[src/rtl/alu_scheduler.sv]
// alu_scheduler: round-robin sharing of one 8-bit combinational ALU between NUM_REQ requesters.
// Optional feature macro: ALU_SCHED_OPCHECK_EN flags opcodes 3'b101..3'b111 as illegal,
// skips the ALU cycle for them and answers with data 0x00 and rsp_err=1.
module alu_scheduler #(
  parameter int NUM_REQ = 2,
  parameter int ID_W    = 1
) (
  input  logic                 clk,
  input  logic                 rst_n,
  input  logic [NUM_REQ-1:0]   req_valid,
  output logic [NUM_REQ-1:0]   req_ready,
  input  logic [8*NUM_REQ-1:0] req_a,
  input  logic [8*NUM_REQ-1:0] req_b,
  input  logic [3*NUM_REQ-1:0] req_op,
  output logic [7:0]           alu_a,
  output logic [7:0]           alu_b,
  output logic [2:0]           alu_opcode,
  input  logic [7:0]           alu_result,
  output logic                 rsp_valid,
  input  logic                 rsp_ready,
  output logic [ID_W-1:0]      rsp_id,
  output logic [7:0]           rsp_data,
  output logic                 rsp_err,
  output logic                 busy
);

  if (NUM_REQ < 2 || NUM_REQ > 4 || ID_W != $clog2(NUM_REQ)) begin : g_bad_cfg
    $error("alu_scheduler: NUM_REQ must be 2..4 and ID_W must equal clog2(NUM_REQ)");
  end

  typedef enum logic [1:0] {IDLE, EXEC, RESP} state_t;

  state_t          state_q;
  logic [ID_W-1:0] last_q;
  logic            err_q;
  logic [ID_W-1:0] grant_d;
  logic [ID_W-1:0] idx_d;
  logic            found_d;
  logic [7:0]      sel_a_d;
  logic [7:0]      sel_b_d;
  logic [2:0]      sel_op_d;
  logic            illegal_d;

  // round-robin search starting just after the last granted requester
  always_comb begin
    grant_d = last_q;
    idx_d   = last_q;
    found_d = 1'b0;
    for (int k = 1; k <= NUM_REQ; k++) begin
      idx_d = ID_W'((int'(last_q) + k) % NUM_REQ);
      if (!found_d && req_valid[idx_d]) begin
        grant_d = idx_d;
        found_d = 1'b1;
      end
    end
  end

  // operand/opcode mux for the current winner
  always_comb begin
    sel_a_d  = '0;
    sel_b_d  = '0;
    sel_op_d = '0;
    for (int i = 0; i < NUM_REQ; i++) begin
      if (grant_d == ID_W'(i)) begin
        sel_a_d  = req_a[8*i +: 8];
        sel_b_d  = req_b[8*i +: 8];
        sel_op_d = req_op[3*i +: 3];
      end
    end
  end

`ifdef ALU_SCHED_OPCHECK_EN
  assign illegal_d = sel_op_d[2] & |sel_op_d[1:0];
`else
  assign illegal_d = 1'b0;
`endif

  assign req_ready = (state_q == IDLE && found_d) ? NUM_REQ'(1) << grant_d : '0;
  assign busy      = state_q != IDLE;
  assign rsp_err   = err_q;

  // scheduler FSM: accept in IDLE, one ALU cycle in EXEC, hold response in RESP
  always_ff @(posedge clk or negedge rst_n) begin
    if (!rst_n) begin
      state_q    <= IDLE;
      alu_a      <= '0;
      alu_b      <= '0;
      alu_opcode <= '0;
      rsp_valid  <= 1'b0;
      rsp_id     <= '0;
      rsp_data   <= '0;
      err_q      <= 1'b0;
      last_q     <= ID_W'(NUM_REQ - 1);
    end else begin
      case (state_q)
        IDLE: if (found_d) begin
          alu_a      <= sel_a_d;
          alu_b      <= sel_b_d;
          alu_opcode <= sel_op_d;
          rsp_id     <= grant_d;
          last_q     <= grant_d;
          err_q      <= illegal_d;
          if (illegal_d) begin
            rsp_data  <= '0;
            rsp_valid <= 1'b1;
            state_q   <= RESP;
          end else begin
            state_q <= EXEC;
          end
        end
        EXEC: begin
          rsp_data  <= alu_result;
          rsp_valid <= 1'b1;
          state_q   <= RESP;
        end
        RESP: if (rsp_ready) begin
          rsp_valid <= 1'b0;
          state_q   <= IDLE;
        end
        default: state_q <= IDLE;
      endcase
    end
  end

endmodule

[config.mk]
export PLATFORM = sky130hd
export DESIGN_NAME = alu_scheduler
export DESIGN_NICKNAME = d
export VERILOG_FILES = /design/src/rtl/alu_scheduler.sv
export SDC_FILE = /design/constraint.sdc
export NUM_CORES = 1
export LEC_CHECK = 0
export BUFFER_PORTS_ARGS = -buffer_cell sky130_fd_sc_hd__buf_2
export CAP_MARGIN = 30
export CORE_AREA = 2 2 78 80
export DETAILED_ROUTE_END_ITERATION = 10
export DIE_AREA = 0 0 80 82
export PLACE_DENSITY = 0.49
export SKIP_CTS_REPAIR_TIMING = 1
export SLEW_MARGIN = 40
export SYNTH_ARGS = -nofsm -noshare
export SYNTH_HDL_FRONTEND = slang
export SYNTH_SLANG_ARGS = --single-unit
[constraint.sdc]
create_clock -name clk -period 4.4 [get_ports clk]
set_clock_uncertainty 0.2 [all_clocks]
set_input_delay 0.44 -clock clk [delete_from_list [all_inputs] [get_ports clk]]
set_output_delay 0.44 -clock clk [all_outputs]
set_load 0.01 [all_outputs]
# Word-level counts from Yosys, hierarchy flattened
# Cells that the tools add are included.
word_totals:
  ff_bits: 32
  latch_bits: 0
  ram_bits: 0
  mem_bits_ro: 0
  in_bits: 51
  out_inout_bits: 33
  elab_cells: 43
  memories: 0
op_classes:
  n_addsub: 2
  multipliers: 0
  div: 0
  n_lt_le_gt_ge: 2
  eq_ne: 4
  n_shift: 1
  mux: 17
  n_bitwise: 0
  reduce_logical: 9
ops:
  columns: ["cell", "count"]
  rows:
  - ["$mux 8", 2]
  - ["$mux 1", 9]
  - ["$mux 2", 3]
  - ["$pmux 2 s3", 1]
  - ["$reduce_and 2->1", 3]
  - ["$lt 1x2->1 const B", 2]
  - ["$ne 2x2->1 const B", 2]
  - ["$reduce_bool 2->1", 2]
  - ["$mux 3", 1]
  - ["$add 1x1->1 const B", 2]
  - ["$eq 2x1->1 const B", 1]
  - ["$eq 2x2->1 const B", 1]
  - ["$logic_and 1x1->1", 2]
  - ["$logic_not 2->1", 1]
  - ["$pmux 1 s2", 1]
  - ["$shl 1x1->2 const A", 1]
  - ["$logic_not 1->1", 1]

# Logic depth before layout (Yosys ltp)
# Gate-level depths: netlist of run 1.
logic_depth:
  ltp_word: 9
  depth_mapped: 5
  ltp_nobuf: 4

# Worst setup path after synthesis of run 1
# Ideal clock, no wire load.
synth_timing:
  kind: "register -> output"
  startpoint: "register last_q"
  endpoint: "output req_ready[0]"
  arrival_ps: 984
  t_required_ps: 3760
  path_slack_ps: 2776
  path_stages_with_launch: 5
  n_path_buf: 1
  cell_sequence: "dfstp_2 -> nand2b_1 -> nand3_1 -> buf_2 -> inv_1"
synth_between:
  elab_chain_cells: 9
  word_cells_on_any_way: 15
  classes_between: "2 x add/sub; 1 x shift; 9 x mux; 3 x reduce/logical"
synth_lines:
  columns: ["element", "line", "text"]
  rows:
  - ["from (decl)", "34", "logic [ID_W-1:0] last_q;"]
  - ["from (signal assigned)", "93", "last_q <= ID_W'(NUM_REQ - 1);"]
  - ["from (signal assigned)", "101", "last_q <= grant_d;"]
  - ["$add 1x1->1", "50", "idx_d = ID_W'((int'(last_q) + k) % NUM_REQ);"]
  - ["$mux 1 (implied by the code) (2 in series)", "51", "if (!found_d && req_valid[idx_d]) begin"]
  - ["$mux 1", "51", null]
  - ["$logic_not 1->1", "51", null]
  - ["$logic_and 1x1->1", "51", null]
  - ["$mux 1", "51", null]
  - ["$shl 1x1->2 or $logic_and 1x1->1 (tied branches)", "78", "assign req_ready = (state_q == IDLE && found_d) ? NUM_REQ'(1) << grant_d : '0;"]
  - ["$mux 2 *", "78", null]
  - ["to (decl)", "11", "output logic [NUM_REQ-1:0] req_ready,"]
# Mark *: on every way between the ends. The rest lies on a longest branch, timed or not. The select of a mux whose other input is x is not followed.

# Worst setup path after layout of run 1
# Same ends and word-level chain as after synthesis.

==> results by group, run 1 <==
Outcome
  – Status: finished clean

Pwr
  – Sw Ratio: 0.359
  – VDD IR-drop max: ~0.26 mV
  – Logic gate share of total power: 0.448
  – Clock share of power: 0.166
  – Leakage dissipation: just over 0.0009 uW
  – Power per Cell Area: about 690 nW/um^2
  – Switching power: between 400 and 500 uW
  – Pint: ~900 uW
  – Sequential share of power: 0.386

GRT
  – All-Layer GR Usage: 0.109
  – Vias in the first global route: between 1000 and 1500
  – Initial antenna violation count: 0
  – First-pass GRT wire length: about 5.4 mm
  – Largest net degree at the start of global routing: 33
  – Overflow after GRT: 0

Placed design
  – Detail Placement HPWL: roughly 2.7 mm
  – Count of input and output buffers: just over 80
  – Pre-CTS setup slack: 2450 ps
  – Placer Congestion: 0.713

Floorplan
  – I/O Pins: 84
  – Core box area: ~5700 um^2
  – Die height: 82 um
  – Die X: 80 um
  – DIE AREA: 6560 um^2
  – Initial Util: 0.244
  – Site Rows: 28

Route
  – Post-DR wirelength/cell: 13.9 um
  – Vias per inst: approximately 4.5
  – DRC errors left: 0
  – DR pass1 iterations: 4
  – Via count: approximately 1200
  – Initial DRC Count: 26
  – Antenna-violating nets left: 0
  – Final WL: between 3 and 4 mm

Hold path
  – Hold wc startpoint: alu_result[2]
  – Hold path endpoint: rsp_data[2]$_DFFE_PN0P_
  – Hold Path Class: in2reg
  – Hold Path Stages: 2

STA
  – Setup_tns: 0 ps
  – Crit path time final: between 2000 and 2500 ps
  – Least-Margin Pin Slew: around 520 ps
  – Crit share post-route: 0.509
  – Final setup vio count: 0
  – Fin worst setup slack: 2160 ps
  – Max-slew headroom: 0.655
  – RSZ-0062 raised after global routing: false
  – Hold Slack: 201 ps
  – Final Hold Violating Endpoints: 0
  – FMAX: ~0.45 GHz
  – Fin. max-slew vios: 0

Clock tree
  – Clk_lat worst skew: 270 ps
  – H-tree levels: 2
  – # clock sinks: 32
  – Clock-pin slew on the worst setup and hold paths: around 70 ps
  – Clock Path Buffers: 2
  – TritonCTS clock tree: built
  – CTS Buf Count: 5
  – Root Driver: clkbuf_8

Yosys
  – Syn nets: about 160
  – Syn Area/Cell: roughly 13 um^2
  – Synth unique cells: 22
  – Register area share after synthesis: 0.572
  – Synthesized cell area: between 1000 and 1500 um^2
  – Cells after Synth: 107
  – Ys Warns: 0
  – #FFs+latches synth: 32

Layout
  – Diodes inserted: 0
  – Register area: 802 um^2
  – Share of layout cells above drive strength 1: 0.661
  – Layout area overhead: 41.0%
  – Multi-input gate area: around 530 um^2
  – Fillers: roughly 610
  – Final nets: around 240
  – Commonest non-fill, non-tap cells in the layout: buf_2 (82), dfrtp_1 (31), or3_1 (19), o221a_2 (19), mux2_2 (8)
  – Most common cell after layout, fill and taps aside: buf_2

Critical path
  – WP data required: roughly 3800 ps
  – Largest stage delay, worst path: between 500 and 600 ps
  – Kind of critical path: reg2out
  – Crit Path Max Fanout: 22
  – Nature of the critical path endpoint: output port
  – Critical Path, Cell by Cell: nand2b_1, nand3_2, inv_1, buf_2
  – CP top delay family: flip-flops
  – Worst setup startpoint: last_q$_DFFE_PN1P_
  – Flop2flop setup slack: 2590 ps
  – Reg2Reg Depth: 3
  – R2R Path Start: last_q$_DFFE_PN1P_
  – Critical path startpoint category: flop
  – Critical path's slowest cell: dfstp_2
  – Arr. time, crit path: 1600 ps
  – Worst R2R End: alu_a[0]$_DFFE_PN0P_
  – WP depth: 4
  – Worst Path Buf+Inv: 2

Flow run
  – Max-cap check violation count: 0
power by group through the flow:
stage,clock [uW],sequential (uW),combinational (uW)
floorplan,0,589,354
global placement,0,530,613
detailed placement,0,533,622
CTS,239,527,625
global route,255,544,671
finish,227,527,612
kinds of logic (layout without fill, tap and decap cells):
| family | Yosys count | count (layout) | synth area share |
|---|---|---|---|
| other | 1 | 1 | 0.00268 |
| AOI/OAI and AO/OA | 25 | 25 | 0.184 |
| and+or+nand+nor | 28 | 28 | 0.119 |
| muxes | 8 | 8 | 0.0643 |
| buffers and inverters | 13 | 95 | 0.0580 |
| DFF | 32 | 32 | 0.572 |
worst reg2reg max path: stages (launching register included):
cell and delay [ps]:
dfstp_2 540, nand2b_1 120, nand3_2 390, o221a_2 460
synthesized netlist by cell type, drive strengths merged:
cell type   n  area, um^2
buf         9        65.1
dfstp       1        26.3
dfrtp      31         776
nand2b      1        6.26
o221a      19         214
inv         3        11.3
or3        19         119
nor2        6        27.5
a21oi       1        5.00
a21o        1        8.76
mux2        8        90.1
and2b       1        8.76
conb        1        3.75
nand3       1        5.00
o21a        2        15.0
o21ai       1        5.00
clkbuf      1        5.00
a21bo       1        10.0
state kept, by name, summed over array words and instances, names as in the netlist:
| name | cells |
|---|---|
| alu_a | 8 |
| alu_b | 8 |
| alu_opcode | 3 |
| last_q | 1 |
| rsp_data | 8 |
| rsp_id | 1 |
| rsp_valid | 1 |
| state_q | 2 |
layer usage:
layer	part of all wire	global-route usage
met5	0	0
met4	0.011	0.0407
met3	0.056	0.0242
met2	0.48	0.177
met1	0.45	0.144
through the flow:
step                      power [uW]  cells  area (um^2)   util
after floorplan                  942    107         1400      -
after global placement          1140    254         1840  0.319
after detailed placement        1150    254         1850  0.321
after CTS                       1390    262         1940  0.337
after global routing            1470    264         1980  0.344
final                           1370    264         1980  0.344
worst max-delay path by stage:
stage | end | slack (ps)
2_1_floorplan | req_ready[0] | 2780
3_3_place_gp | req_ready[0] | 2160
3_5_place_dp | req_ready[1] | 2450
4_1_cts | req_ready[0] | 2130
5_1_grt | req_ready[0] | 2060
6_report | req_ready[0] | 2160
final cells by class:
class | count | area share
clock buffer | 6 | 0.0418
clock inverter | 2 | 0.00507
inverter | 3 | 0.00570
multi-input combinational | 62 | 0.267
sequential | 32 | 0.406
tap | 75 | 0.0475
timing repair buffer | 84 | 0.227
No activity file was read; power rests on OpenSTA's default activity.
==> run 2, diff against run 1 <==
- PLACE_DENSITY: 0.49 -> 0.51
- clock period: 4.4 -> 2.05 ns (I/O delays scaled with it)
==> results by group, run 2 (synthesized netlist as in run 1, its figures left out) <==
Critical path
  – Crit Path Max Fanout: 14 (was 22)
  – R2R Path Start: last_q$_DFFE_PN1P_ (unchanged)
  – Critical path startpoint category: flop (unchanged)
  – Nature of the critical path endpoint: output port (unchanged)
  – Arr. time, crit path: 1380 ps (was 1600 ps)
  – Kind of critical path: reg2out (unchanged)
  – WP data required: 1640 ps (was 3760 ps)
  – Worst setup startpoint: last_q$_DFFE_PN1P_ (unchanged)

Pwr
  – Clock share of power: 0.209 (was 0.166)
  – VDD IR-drop max: 0.389 mV (was 0.261 mV)
  – Logic gate share of total power: 0.432 (was 0.448)
  – Power per Cell Area: 1490 nW/um^2 (was 692 nW/um^2)
  – Leakage dissipation: 0.000983 uW (was 0.000918 uW)
  – Switching power: 1060 uW (was 490 uW)
  – Sequential share of power: 0.359 (was 0.386)
  – Pint: 2090 uW (was 876 uW)
  – Sw Ratio: 0.337 (was 0.359)

STA
  – Setup_tns: 0 ps (unchanged)
  – Fin. max-slew vios: 0 (unchanged)
  – Final setup vio count: 0 (unchanged)
  – Crit share post-route: 0.869
  – Hold Slack: 5.90 ps (was 201 ps)
  – RSZ-0062 raised after global routing: false (unchanged)
  – FMAX: approximately 0.56 GHz
  – Final Hold Violating Endpoints: 0 (unchanged)
  – Crit path time final: ~1800 ps

Route
  – DRC errors left: 0 (unchanged)
  – Post-DR wirelength/cell: 14.0 um (was 13.9 um)
  – Antenna-violating nets left: 0 (unchanged)
  – Vias per inst: 4.34 (was 4.49)
  – Initial DRC Count: 26 (unchanged)
  – Via count: 1207 (was 1186)
  – Final WL: 3.90 mm (was 3.67 mm)
  – DR pass1 iterations: 4 (unchanged)

GRT
  – All-Layer GR Usage: 0.114 (was 0.109)
  – First-pass GRT wire length: 5.62 mm (was 5.39 mm)
  – Vias in the first global route: 1166 (was 1080)
  – Overflow after GRT: 0 (unchanged)
  – Initial antenna violation count: 0 (unchanged)
  – Largest net degree at the start of global routing: 33 (unchanged)

Floorplan
  – Initial Util: 0.244 (unchanged)
  – Site Rows: 28 (unchanged)
  – Die X: 80 um (unchanged)
  – DIE AREA: 6560 um^2 (unchanged)
  – Core box area: 5750 um^2 (unchanged)
  – Die height: 82 um (unchanged)
  – I/O Pins: 84 (unchanged)

Clock tree
  – # clock sinks: 32 (unchanged)
  – Clock Path Buffers: 2 (unchanged)
  – CTS Buf Count: 5 (unchanged)
  – Root Driver: clkbuf_8 (unchanged)
  – H-tree levels: 2 (unchanged)
  – Clk_lat worst skew: 280 ps (was 270 ps)
  – TritonCTS clock tree: built (unchanged)
  – Clock-pin slew on the worst setup and hold paths: 70 ps (about the same)

Layout
  – Layout area overhead: 50.7% (was 41.0%)
  – Share of layout cells above drive strength 1: 0.631 (was 0.661)
  – Diodes inserted: 0 (unchanged)
  – Most common cell after layout, fill and taps aside: buf_2 (unchanged)
  – Top flop regs: alu_a x8, alu_b x8, rsp_data x8 (unchanged)
  – Commonest non-fill, non-tap cells in the layout: buf_2 (81), dfrtp_1 (31), or3_1 (19), o221a_2 (19), dlygate4sd3_1 (11) (was buf_2 (82), dfrtp_1 (31), or3_1 (19), o221a_2 (19), mux2_2 (8))
  – Final nets: 253 (was 239)
  – Cell Count, Final, Fillers Out: 278 (was 264)

Hold path
  – Hold wc startpoint: req_b[0] (was alu_result[2])
  – Hold Path Class: in2reg (unchanged)

Outcome
  – Status: finished clean (unchanged)

Placed design
  – Detail Placement HPWL: 2.88 mm (was 2.71 mm)
  – Placer Congestion: 0.735 (was 0.713)
  – Placed Cells: 259 (was 254)
  – Count of input and output buffers: 82 (unchanged)

Flow run
  – Max-cap check violation count: 0 (unchanged)
[run 2: changes by cell type in the layout (fill, tap and decap cells not counted), sizes merged]
cell	delta
clkbuf	+1
dlygate4sd3	+10
bufinv	+1
buf	+4
clkinv	-2
[run 2: critical path, cell delays in order, from the launching register on]
cell and delay [ps]:
dfstp_2 540, nand2b_1 90, nand3_1 90, buf_4 200
inv_1 60, buf_2 120
[run 2: layout make-up]
class	instances	area [um^2]
Clock buffer	7	96.3
Clock inverter	1	30.0
Fill cell	578	3630
Inverter	3	11.3
Multi-Input combinational cell	62	518
Sequential cell	32	802
Tap cell	75	93.8
Timing Repair Buffer	98	561
[run 2: metrics by stage]
stage	util	total power (uW)	cell area, um^2	setup WS (ps)
CTS	0.348	3180	2000	244
detailed placement	0.326	2510	1870	428
global placement	0.326	2490	1870	453
floorplan	-	2020	1400	566
global route	0.368	3380	2110	169
finish	0.368	3150	2110	269
[run 2: power groups by stage]
stage	clock, uW	combinational (uW)	sequential [uW]
floorplan	0	759	1260
detailed placement	0	1370	1140
finish	657	1360	1130
CTS	677	1360	1130
global route	708	1500	1170
global placement	0	1350	1140
[run 2: final timing paths]
check / endpoint / slack, ps / cells after the start
min: alu_b[0]$_DFFE_PN0P_ / 6 / 2
max: req_ready[0] / 270 / 5
min reg2reg: rsp_data[7]$_DFFE_PN0P_ / 300 / 1
max in group asynchronous: last_q$_DFFE_PN1P_ / 1120 / 2
max reg2reg: alu_b[7]$_DFFE_PN0P_ / 430 / 4
min in group asynchronous: state_q[1]$_DFFE_PN0P_ / 210 / 2
[run 2: per-layer routing]
metal,track usage,routed length (um),part of all wire
met1,0.135,1630,0.42
met2,0.199,2000,0.51
met3,0.0209,210,0.054
met4,0.0576,60,0.015
met5,0,0,0
==> run 3, diff against run 2 <==
- ABC_AREA: default -> 1
- CORE_AREA: 2 2 78 80 -> 2 2 83 85
- DIE_AREA: 0 0 80 82 -> 0 0 85 87
- PLACE_DENSITY: 0.51 -> 0.5
==> results by group, run 3 <==
Floorplan
  – Initial Util: 0.242 (was 0.244)
  – Die X: 85 um (was 80 um)
  – Die height: 87 um (was 82 um)
  – DIE AREA: 7400 um^2 (was 6560 um^2)
  – Site Rows: 30 (was 28)
  – I/O Pins: 84 (unchanged)
  – Core box area: 6570 um^2 (was 5750 um^2)

Yosys
  – Top-area cell type share of the netlist area: 0.488 (was 0.554)
  – Syn nets: 259 (was 158)
  – Count leader, synth: nand2_1 (was dfrtp_1)
  – Cells after Synth: 208 (was 107)
  – #FFs+latches synth: 32 (unchanged)
  – Synth Flop Type: dfrtp_1 (unchanged)
  – Most common library cells after synthesis: nand2_1 (106), nand3_1 (39), dfrtp_1 (31), buf_4 (6), inv_2 (5) (was dfrtp_1 (31), o221a_2 (19), or3_1 (19), mux2_2 (8))
  – Register area share after synthesis: 0.505 (was 0.572)
  – Largest cells by area after synthesis: dfrtp_1 (49%), nand2_1 (25%), nand3_1 (12%), buf_4 (2.8%), dfstp_2 (1.7%) (was dfrtp_1 (55%), o221a_2 (15%), or3_1 (8.5%), mux2_2 (6.4%), dfstp_2 (1.9%))
  – FFs w/ async S/R, synth: 1.00 (unchanged)
  – EDFF count, synth: 0 (unchanged)
  – Most area-hungry cell type in the Yosys netlist: dfrtp_1 (unchanged)
  – Ys Warns: 0 (unchanged)
  – Synth unique cells: 15 (was 22)
  – Synthesized cell area: 1590 um^2 (was 1400 um^2)
  – Syn Area/Cell: 7.64 um^2 (was 13.1 um^2)

Clock tree
  – TritonCTS clock tree: built (unchanged)
  – H-tree levels: 2 (unchanged)
  – Root Driver: clkbuf_8 (unchanged)
  – Clock-pin slew on the worst setup and hold paths: 70 ps (about the same)
  – CTS Buf Count: 5 (unchanged)
  – Clk_lat worst skew: 290 ps (was 280 ps)
  – # clock sinks: 32 (unchanged)
  – Clock Path Buffers: 2 (unchanged)

STA
  – FMAX: 0.523 GHz (was 0.561 GHz)
  – Final setup vio count: 0 (unchanged)
  – Crit path time final: 1910 ps (was 1780 ps)
  – RSZ-0062 raised after global routing: false (unchanged)
  – Fin. max-slew vios: 0 (unchanged)
  – Final Hold Violating Endpoints: 0 (unchanged)
  – Setup_tns: 0 ps (unchanged)
  – Fin worst setup slack: 138 ps (was 269 ps)
  – Crit share post-route: 0.933 (was 0.869)

Placed design
  – Placed Cells: 365 (was 259)
  – Detail Placement HPWL: 3.31 mm (was 2.88 mm)
  – Pre-CTS setup slack: 433 ps (was 428 ps)
  – Count of input and output buffers: 82 (unchanged)
  – Placer Congestion: 0.773 (was 0.735)

Pwr
  – Power, Total: 3150 uW (about the same)
  – Leakage dissipation: 0.00133 uW (was 0.000983 uW)
  – Power per Cell Area: 1380 nW/um^2 (was 1490 nW/um^2)
  – VDD IR-drop max: 0.577 mV (was 0.389 mV)

Layout
  – Layout area overhead: 43.6% (was 50.7%)
  – Cell Count, Final, Fillers Out: 384 (was 278)
  – Most common cell after layout, fill and taps aside: nand2_1 (was buf_2)
  – Top flop regs: alu_a x8, alu_b x8, rsp_data x8 (unchanged)
  – Final nets: 354 (was 253)
  – Share of layout cells above drive strength 1: 0.362 (was 0.631)
  – Commonest non-fill, non-tap cells in the layout: nand2_1 (106), buf_2 (82), nand3_1 (39) (was buf_2 (81), dfrtp_1 (31), or3_1 (19), o221a_2 (19), dlygate4sd3_1 (11))
  – Diodes inserted: 0 (unchanged)

Route
  – Vias per inst: 4.22 (was 4.34)
  – Final WL: 4.72 mm (was 3.90 mm)
  – Initial DRC Count: 66 (was 26)
  – Post-DR wirelength/cell: 12.3 um (was 14.0 um)
  – DR pass1 iterations: 6 (was 4)
  – Via count: 1619 (was 1207)
  – Antenna-violating nets left: 0 (unchanged)
  – DRC errors left: 0 (unchanged)

Critical path
  – Crit Path Max Fanout: 11 (was 14)
  – Nature of the critical path endpoint: output port (unchanged)
  – Critical Path, Cell by Cell: nand2_1, nand2_2, nand2_1, inv_1, buf_2 (was nand2b_1, nand3_1, buf_4, inv_1, buf_2)
  – Worst Path Buf+Inv: 2 (was 3)
  – CP top delay family: flip-flops (unchanged)
  – Critical path startpoint category: flop (unchanged)
  – Kind of critical path: reg2out (unchanged)
  – Arr. time, crit path: 1510 ps (was 1380 ps)
  – Reg2Reg Depth: 6 (was 4)
  – WP data required: 1640 ps (about the same)
  – Largest stage delay, worst path: 560 ps (was 540 ps)
  – WP depth: 5 (unchanged)
  – Cell mode on critical path: nand2_1
  – Critical path's slowest cell: dfstp_2 (unchanged)

GRT
  – Overflow after GRT: 0 (unchanged)
  – Vias in the first global route: 1538 (was 1166)
  – Largest net degree at the start of global routing: 33 (unchanged)
  – First-pass GRT wire length: 7.56 mm (was 5.62 mm)
  – All-Layer GR Usage: 0.130 (was 0.114)
  – Initial antenna violation count: 0 (unchanged)

Hold path
  – Hold Path Class: in2reg (unchanged)
  – Hold Path Stages: 5 (was 2)

Outcome
  – Status: finished clean (unchanged)

Flow run
  – Max-cap check violation count: 0 (unchanged)
==> run 3: final cells by class <==
| cell class | instances | area (um^2) |
|---|---|---|
| clock inverters | 3 | 23.8 |
| multi-input cells | 156 | 671 |
| flip-flops and latches | 32 | 802 |
| inverters | 9 | 33.8 |
| well taps | 80 | 100 |
| fillers | 723 | 4290 |
| repair buffers | 99 | 583 |
| clock buffers | 5 | 68.8 |
==> run 3: path summary, 6_finish.rpt <==
| check | from | endpoint | slack, ps |
|---|---|---|---|
| max in group asynchronous | rst_n | last_q$_DFFE_PN1P_ | 1040 |
| min in group asynchronous | rst_n | alu_b[0]$_DFFE_PN0P_ | 120 |
| max | last_q$_DFFE_PN1P_ | req_ready[1] | 140 |
| max reg2reg | last_q$_DFFE_PN1P_ | alu_b[7]$_DFFE_PN0P_ | 430 |
| min reg2reg | rsp_data[7]$_DFFE_PN0P_ | rsp_data[7]$_DFFE_PN0P_ | 270 |
| min | req_op[0] | alu_opcode[0]$_DFFE_PN0P_ | 30 |
==> run 3: per-stage QoR <==
stage / hold slack, ps / utilization / instance area [um^2]
detailed placement: 128 / 0.314 / 2060
CTS: -197 / 0.328 / 2150
floorplan: -291 / - / 1590
global route: 43.6 / 0.347 / 2280
global placement: 123 / 0.314 / 2060
finish: 28.8 / 0.347 / 2280
==> run 3: worst register-to-register path: stages, from the launching register on <==
cell and delay (ps):
dfstp_2 560, nand2_1 240, buf_4 280, nand3_1 90
nand2_1 50, nand2_1 60, nand2_1 50
==> run 3: kinds of logic after synthesis <==
kind of cell           share of synthesized area
AOI/OAI and AO/OA                         0.0197
buffers and inverters                     0.0732
DFF                                        0.505
and+or+nand+nor                            0.400
other                                    0.00236
==> run 3: power breakdown <==
part | total (uW) | switching, uW | internal, uW
logic | 1530 | 938 | 589
registers | 1110 | 163 | 950
clock network | 507 | 267 | 240
==> run 3: metal layers <==
layer	part of all wire	track usage
met4	0.016	0.0519
met5	0	0
met3	0.043	0.0284
met2	0.52	0.229
met1	0.42	0.154
